[config.mk]
export PLATFORM = sky130hd
export DESIGN_NAME = multicycle_seq_ctrl_flat
export DESIGN_NICKNAME = d
export VERILOG_FILES = /design/src/rtl/multicycle_seq_ctrl_if.sv /design/src/rtl/multicycle_seq_ctrl.sv /design/src/flat_wrapper.sv
export SDC_FILE = /design/constraint.sdc
export NUM_CORES = 1
export LEC_CHECK = 0
export CAP_MARGIN = 40
export CORE_MARGIN = 3
export CORE_UTILIZATION = 43
export CTS_CLUSTER_SIZE = 12
export DETAILED_ROUTE_END_ITERATION = 6
export PLACE_DENSITY = 0.75
export RECOVER_POWER = 100
export SYNTH_ARGS = -nofsm -noshare
export SYNTH_HDL_FRONTEND = slang
export SYNTH_SLANG_ARGS = --single-unit
[constraint.sdc]
create_clock -name clk -period 1.8 [get_ports clk]
set_input_delay 0.36 -clock clk [delete_from_list [all_inputs] [get_ports clk]]
set_output_delay 0.36 -clock clk [all_outputs]
set_load 0.02 [all_outputs]
[src/rtl/multicycle_seq_ctrl_if.sv]
// Control bundle between the multi-cycle sequencer and the datapath/memory side.
// master: the sequencer (drives strobes, observes opcode/flags/ack).
// slave:  the datapath and memory (drives opcode/flags/ack, observes strobes).
interface multicycle_seq_ctrl_if;
  logic [3:0] opcode;
  logic       zero;
  logic       mem_ack;
  logic       mem_req;
  logic       mem_sel;
  logic       mem_we;
  logic       ir_write;
  logic       pc_write;
  logic       pc_src;
  logic       reg_write;
  logic       reg_dst;
  logic       alu_src;
  logic       retire;
  logic       trap;
  logic [2:0] state;

  modport master (
    input  opcode, zero, mem_ack,
    output mem_req, mem_sel, mem_we, ir_write, pc_write, pc_src,
           reg_write, reg_dst, alu_src, retire, trap, state
  );

  modport slave (
    output opcode, zero, mem_ack,
    input  mem_req, mem_sel, mem_we, ir_write, pc_write, pc_src,
           reg_write, reg_dst, alu_src, retire, trap, state
  );
endinterface

[src/rtl/multicycle_seq_ctrl.sv]
// Multi-cycle sequencer for the 4-bit-opcode core.
// Steps each instruction through FETCH/DECODE/EXEC/MEM/WB over one shared
// memory port (req/ack) and traps on illegal opcodes or a stalled access.
//
// state  | meaning
// IDLE   | out of reset, no strobes, leaves on the first clock
// FETCH  | instruction read at PC; IR/PC update on ack
// DECODE | one cycle for opcode classification
// EXEC   | ALU operation, branch resolution
// MEM    | data read/write at ALU result
// WB     | register-file write, retire
// TRAP   | sticky error, only reset leaves (code 6 also lands here)
module multicycle_seq_ctrl #(
  parameter int MEM_TIMEOUT = 15,
  parameter int TO_W        = 4
) (
  input  logic                   clk,
  input  logic                   rst_n,
  multicycle_seq_ctrl_if.master  bus
);

  typedef enum logic [2:0] {
    S_IDLE   = 3'd0,
    S_FETCH  = 3'd1,
    S_DECODE = 3'd2,
    S_EXEC   = 3'd3,
    S_MEM    = 3'd4,
    S_WB     = 3'd5,
    S_RSVD   = 3'd6,
    S_TRAP   = 3'd7
  } state_t;

  // The counter value seen during the last allowed un-acked request cycle.
  localparam logic [TO_W-1:0] TO_LAST = TO_W'(MEM_TIMEOUT - 1);

  state_t          state_q, state_d;
  logic [TO_W-1:0] to_q, to_d;

  logic is_load, is_store, is_stri, is_boz, is_bran, is_alu, is_illegal;
  logic to_hit;

  logic mem_req, mem_sel, mem_we, ir_write, pc_write, pc_src;
  logic reg_write, reg_dst, alu_src, retire, trap;

  assign is_load    = (bus.opcode == 4'b0000);
  assign is_store   = (bus.opcode == 4'b0010);
  assign is_stri    = (bus.opcode == 4'b0100);
  assign is_boz     = (bus.opcode == 4'b0110);
  assign is_bran    = (bus.opcode == 4'b1000);
  assign is_alu     = bus.opcode[0];
  assign is_illegal = (bus.opcode == 4'b1100) || (bus.opcode == 4'b1110);

  // An un-acked request in this cycle would push the count to MEM_TIMEOUT.
  assign to_hit = (to_q == TO_LAST) && !bus.mem_ack;

  // State and timeout registers; reset drops state to IDLE, which zeroes every output.
  always_ff @(posedge clk or negedge rst_n) begin
    if (!rst_n) begin
      state_q <= S_IDLE;
      to_q    <= '0;
    end else begin
      state_q <= state_d;
      to_q    <= to_d;
    end
  end

  // Next-state and strobe decode from state, opcode, zero and mem_ack.
  always_comb begin
    state_d   = state_q;
    mem_req   = 1'b0;
    mem_sel   = 1'b0;
    mem_we    = 1'b0;
    ir_write  = 1'b0;
    pc_write  = 1'b0;
    pc_src    = 1'b0;
    reg_write = 1'b0;
    reg_dst   = 1'b0;
    alu_src   = 1'b0;
    retire    = 1'b0;
    trap      = 1'b0;
    case (state_q)
      S_IDLE: state_d = S_FETCH;
      S_FETCH: begin
        mem_req = 1'b1;
        if (bus.mem_ack) begin
          ir_write = 1'b1;
          pc_write = 1'b1;
          state_d  = S_DECODE;
        end else if (to_hit) begin
          state_d = S_TRAP;
        end
      end
      S_DECODE: state_d = is_illegal ? S_TRAP : S_EXEC;
      S_EXEC: begin
        alu_src = is_load || is_store || is_stri;
        if (is_bran) begin
          pc_write = 1'b1;
          pc_src   = 1'b1;
          retire   = 1'b1;
          state_d  = S_FETCH;
        end else if (is_boz) begin
          pc_write = bus.zero;
          pc_src   = bus.zero;
          retire   = 1'b1;
          state_d  = S_FETCH;
        end else if (is_load || is_store) begin
          state_d = S_MEM;
        end else begin
          state_d = S_WB;
        end
      end
      S_MEM: begin
        mem_req = 1'b1;
        mem_sel = 1'b1;
        alu_src = 1'b1;
        mem_we  = is_store;
        if (bus.mem_ack) begin
          retire  = is_store;
          state_d = is_store ? S_FETCH : S_WB;
        end else if (to_hit) begin
          state_d = S_TRAP;
        end
      end
      S_WB: begin
        reg_write = 1'b1;
        reg_dst   = !(is_load || is_stri);
        retire    = 1'b1;
        state_d   = S_FETCH;
      end
      default: begin
        trap    = 1'b1;
        state_d = S_TRAP;
      end
    endcase
  end

  // Timeout count of un-acked request cycles; restarts on ack or any state change.
  always_comb begin
    to_d = to_q;
    if ((state_d != state_q) || bus.mem_ack) begin
      to_d = '0;
    end else if (mem_req) begin
      to_d = to_q + TO_W'(1);
    end
  end

  assign bus.mem_req   = mem_req;
  assign bus.mem_sel   = mem_sel;
  assign bus.mem_we    = mem_we;
  assign bus.ir_write  = ir_write;
  assign bus.pc_write  = pc_write;
  assign bus.pc_src    = pc_src;
  assign bus.reg_write = reg_write;
  assign bus.reg_dst   = reg_dst;
  assign bus.alu_src   = alu_src;
  assign bus.retire    = retire;
  assign bus.trap      = trap;
  assign bus.state     = state_q;

endmodule

[src/flat_wrapper.sv]
// flat-port wrapper written by rule: the top's interface ports become plain ports
module multicycle_seq_ctrl_flat 
#(
  parameter int MEM_TIMEOUT = 15,
  parameter int TO_W        = 4
)
  (clk, rst_n, bus_opcode, bus_zero, bus_mem_ack, bus_mem_req, bus_mem_sel, bus_mem_we, bus_ir_write, bus_pc_write, bus_pc_src, bus_reg_write, bus_reg_dst, bus_alu_src, bus_retire, bus_trap, bus_state);
  multicycle_seq_ctrl_if bus_i ();
  input  logic clk;
  input  logic rst_n;
  input wire logic [$bits(bus_i.opcode)-1:0] bus_opcode;
  input wire logic [$bits(bus_i.zero)-1:0] bus_zero;
  input wire logic [$bits(bus_i.mem_ack)-1:0] bus_mem_ack;
  output wire logic [$bits(bus_i.mem_req)-1:0] bus_mem_req;
  output wire logic [$bits(bus_i.mem_sel)-1:0] bus_mem_sel;
  output wire logic [$bits(bus_i.mem_we)-1:0] bus_mem_we;
  output wire logic [$bits(bus_i.ir_write)-1:0] bus_ir_write;
  output wire logic [$bits(bus_i.pc_write)-1:0] bus_pc_write;
  output wire logic [$bits(bus_i.pc_src)-1:0] bus_pc_src;
  output wire logic [$bits(bus_i.reg_write)-1:0] bus_reg_write;
  output wire logic [$bits(bus_i.reg_dst)-1:0] bus_reg_dst;
  output wire logic [$bits(bus_i.alu_src)-1:0] bus_alu_src;
  output wire logic [$bits(bus_i.retire)-1:0] bus_retire;
  output wire logic [$bits(bus_i.trap)-1:0] bus_trap;
  output wire logic [$bits(bus_i.state)-1:0] bus_state;
  assign bus_i.opcode = bus_opcode;
  assign bus_i.zero = bus_zero;
  assign bus_i.mem_ack = bus_mem_ack;
  assign bus_mem_req = bus_i.mem_req;
  assign bus_mem_sel = bus_i.mem_sel;
  assign bus_mem_we = bus_i.mem_we;
  assign bus_ir_write = bus_i.ir_write;
  assign bus_pc_write = bus_i.pc_write;
  assign bus_pc_src = bus_i.pc_src;
  assign bus_reg_write = bus_i.reg_write;
  assign bus_reg_dst = bus_i.reg_dst;
  assign bus_alu_src = bus_i.alu_src;
  assign bus_retire = bus_i.retire;
  assign bus_trap = bus_i.trap;
  assign bus_state = bus_i.state;
  multicycle_seq_ctrl #(.MEM_TIMEOUT(MEM_TIMEOUT), .TO_W(TO_W)) u_core (.clk(clk), .rst_n(rst_n), .bus(bus_i));
endmodule
# Yosys cells after proc, flatten, opt, wreduce, memory -nomap -nowiden
# Index checks and enable logic that the tools add are counted.
[totals] reg_bits=7 out_inout_bits=14 word_cells=58
[classes] n_addsub=1 n_eq_ne=13 mux=28 n_reduce_logical=14
[op_table] op="2-to-1 mux 3 bit" count=7
[op_table] op="equality test 4 bit (second input constant)" count=4
[op_table] op="2-to-1 mux 1 bit" count=15
[op_table] op="one-hot mux 3 bit (5 select lines)" count=1
[op_table] op="equality test 4 x 3 -> 1 bit (second input constant)" count=2
[op_table] op="2-to-1 mux 4 bit" count=2
[op_table] op="equality test 3 x 2 -> 1 bit (second input constant)" count=2
[op_table] op="equality test 3 bit (second input constant)" count=2
[op_table] op="OR reduction 6 bit" count=1
[op_table] op="logical OR 1 bit" count=5
[op_table] op="adder 4 x 1 -> 4 bit (second input constant)" count=1
[op_table] op="equality test 4 x 2 -> 1 bit (second input constant)" count=1
[op_table] op="logical NOT 4 bit" count=1
[op_table] op="one-hot mux 1 bit (2 select lines)" count=2
[op_table] op="OR reduction 2 bit" count=2
[op_table] op="equality test 3 x 1 -> 1 bit (second input constant)" count=1
[op_table] op="logical NOT 3 bit" count=1
[op_table] op="!= test 3 bit" count=1
[op_table] op="one-hot mux 1 bit (3 select lines)" count=1
[op_table] op="logical NOT 1 bit" count=2
[op_table] op="nonzero test 2 bit" count=1
[op_table] op="logical AND 1 bit" count=1

# Longest topological paths before layout
[logic_depth] word_depth=9 depth_mapped=5 ltp_nobuf=5

# Worst setup path before layout
# No wires, ideal clock.
[synth_timing] path_kind="reg-to-output" startpoint="reg u_core.state_q[1], in the netlist u_core.bus.state[1]" endpoint="out bus_mem_we" t_arrival_ps=1750 required_ps=1440 path_slack_ps=-310 stages_incl_launch_ff=4 n_path_buf=1 cell_sequence="dfrtp_1 buf_2 nor3b_1 and3_1"
[synth_via] elab_chain_cells=2
[synth_lines] element="start: declaration" line_no="multicycle_seq_ctrl.sv:36" rtl="state_t state_q, state_d;"
[synth_lines] element="start signal: assignment" line_no="multicycle_seq_ctrl.sv:62" rtl="state_q <= state_d;"
[synth_lines] element="equality test 3 bit" line_no="multicycle_seq_ctrl.sv:81" rtl="case (state_q)"
[synth_lines] element="2-to-1 mux 1 bit" line_no="multicycle_seq_ctrl.sv:81"
[synth_lines] element="end: declaration" line_no="flat_wrapper.sv:16" rtl="output wire logic [$bits(bus_i.mem_we)-1:0] bus_mem_we;"
# Every way passes these cells.

# Worst setup path in the final report
[layout_timing] startpoint="in bus_opcode[1]" endpoint="out bus_retire"
[layout_via] elab_chain_cells=4
[layout_lines] element="start: declaration" line_no="flat_wrapper.sv:11" rtl="input wire logic [$bits(bus_i.opcode)-1:0] bus_opcode;"
[layout_lines] element="equality test 4 x 3 -> 1 bit" line_no="multicycle_seq_ctrl.sv:48" rtl="assign is_boz = (bus.opcode == 4'b0110);"
[layout_lines] element="2-to-1 mux 1 bit" line_no="multicycle_seq_ctrl.sv:101" rtl="end else if (is_boz) begin"
[layout_lines] element="2-to-1 mux 1 bit" line_no="multicycle_seq_ctrl.sv:96" rtl="if (is_bran) begin"
[layout_lines] element="one-hot mux 1 bit (3 select lines) *" line_no="multicycle_seq_ctrl.sv:81"
[layout_lines] element="end: declaration" line_no="flat_wrapper.sv:23" rtl="output wire logic [$bits(bus_i.retire)-1:0] bus_retire;"
# Mark *: on every way between the ends. The rest lies on a longest branch, timed or not.

==> results.cfg <==
[timing]
worst_pin_slew_ns = 0.363
finalCritPeriodShare_pct = 98.6
fin_worst_skew_ns = 0.00455
setup_viol = 0
whs_ns = 0.445
worst_slew_margin_rel_pct = 75.8
rsz0062_at_grt = yes
setup_ws_ns = 0.0246
setup_tns_ns = 0
slew_viol_final = 0
hold_viol_final = 0
period_needed_ns = 1.78
max_freq_ghz = 0.563

[yosys]
netlist_area_um2 = 648
synth_seq_cells = 7
ys_types = 41
ys_seq_area_share_pct = 27.0
synth_fp_nets = 82
synth_edf_count = 0
ys.flop_type = dfrtp_1
avgSynthCellArea_um2 = 9.00
syn-instance-count = 72
async_reset_ff_share_pct = 100
yosysWarningCount = 0

[grt]
grt_use_total_pct = 23.4
grt_max_degree = 10
grt_pass1_wl_um = 3480
grt_overflow = 0
grt_pass1_vias = 736
antenna_found_initial = 0

[final_layout]
diodes = 0
layout_commonest_cell = buf_4
final_cell_area_um2 = 1100
area_delta_synth_final_pct = 69.9
fin_util_pct = 81.6
mostFrequentLayoutCells = buf_4, dfrtp_1
final_nets = 131
final_cells = 135
final_layout_size_suffix_gt1_share_pct = 52.5

[clock_network]
cts-buffers-inserted = 3
cts_tree = yes
clkTransAtPathRegs_ns = 0.05
cts_root_buf = clkbuf_4
clkSinkCount = 7
h-tree-depth = 1
clk_path_buf_depth = 2
clkLatencyLatePin_ns = 0.25

[setup_path]
crit_type = in2out
startpoint_type = primary input
critPathRequiredTime_ns = 1.44
path_cells = dlygate4sd2_1 > or3b_4 > a21oi_2 > a31o_2 > buf_6
crit_arrival_ns = 1.42
ff2ff_setup_slack_ns = 0.14
worst-path-max-fanout = 2
slowest_stage = or3b_4
crit_path_max_incr_delay_ns = 0.40
cp-end-kind = output port

[placement]
dp_hpwl_um = 1480
pre_cts_slack_ns = -0.802
io_buffer_count = 21
gp_congestion = 0.889
dp.cells = 126
dpl_cell_area_um2 = 1030

[routing]
drt_iter0_drc = 45
drc_errors = 0
vias_per_cell = 5.75
dr_total_vias = 776
wirelength_um = 2070
antenna_left = 0
wire_per_inst_um = 15.4
first_pass_iters = 4

[floorplanning]
rows = 13
ioPinCount = 22
dieArea_um2 = 2010
die_x_um = 44.8
start_util_pct = 48.0
die_h_um = 44.8
core_um2 = 1350

[outcome]
status = finished clean

[pwr]
power_mw = 1.71
p_leak_nw = 0.505
ir_drop_uv = 728
power_per_cell_area_nw_per_um2 = 1550

[worst_hold_path]
min_path_type = in2async

[run]
cap_violations = 0
## report_power, final
part / switching, mW / internal [mW] / leakage [nW] / total [mW]
Clock: 0.0547 / 0.0844 / 0.0150 / 0.139
Sequential: 0.0467 / 0.209 / 0.0890 / 0.256
Combinational: 0.669 / 0.648 / 0.401 / 1.32
## final cells by class
class                      instances  area, µm²
clock buffer                       4       26.3
timing repair buffer              48        364
tap                               15       18.8
inverter                           5       18.8
sequential                         7        176
fill                              84        249
multi-input combinational         56        497
## synth_stat cells (2+ instances only)
master	count	area (µm²)
dfrtp_1	7	175
a21oi_1	5	25.0
nor3b_1	3	22.5
and4b_1	2	20.0
o221ai_1	2	17.5
ha_1	2	25.0
inv_1	4	15.0
or4_1	2	15.0
nand4b_1	2	17.5
buf_6	2	22.5
a31oi_1	3	18.8
nor3_1	2	10.0
o21ai_0	3	15.0
a31o_2	2	17.5
nor2_1	3	11.3
buf_2	2	10.0
nand2_1	2	7.51
## state kept, by name, summed over array words and instances (netlist names)
| register | cells |
|---|---|
| u_core.bus.state | 3 |
| u_core.to_q | 4 |
## layer usage
layer | vias up | wire (µm) | global-route usage (%)
met1 | 356 | 915 | 34.0
met4 | 0 | 11 | 1.75
li1 | 379 | - | -
met2 | 37 | 985 | 36.7
met5 | - | 0 | 0
met3 | 4 | 162 | 5.98
## cell families after synthesis
kind of cell	count (synthesis)	share of synthesized area [%]
AO/OA/AOI/OAI	24	26.3
XOR/XNOR	2	3.86
adder cells (fa/ha/maj)	2	3.86
buffers and inverters	9	7.91
flip-flops	7	27.0
multiplexers	2	3.28
AND/OR/NAND/NOR	26	27.8
## critical path: cells and delay by family
family / cells / cell delay (ns)
AO/OA/AOI/OAI: 2 / 0.29
buffers and inverters: 2 / 0.37
AND/OR/NAND/NOR: 1 / 0.40
## worst paths after layout
kind,from,endpoint,cells past startpoint
worst max-delay path,bus_opcode[1],bus_retire,5
worst min-delay path,rst_n,u_core.to_q[3],1
worst max register to register,u_core.bus.state[2],u_core.to_q[3],6
worst min register to register,u_core.to_q[3],u_core.to_q[3],2
max in group asynchronous,rst_n,u_core.bus.state[1],1
min in group clk,bus_opcode[0],u_core.bus.state[2],3
## what timing repair did
action                     4_1_cts  5_1_grt
pin swaps                        4        2
buffers inserted                 4        1
resized for setup               60       18
setup endpoints to repair       12        7
hold buffers                     0        0
No activity file was read; power rests on OpenSTA's default activity.
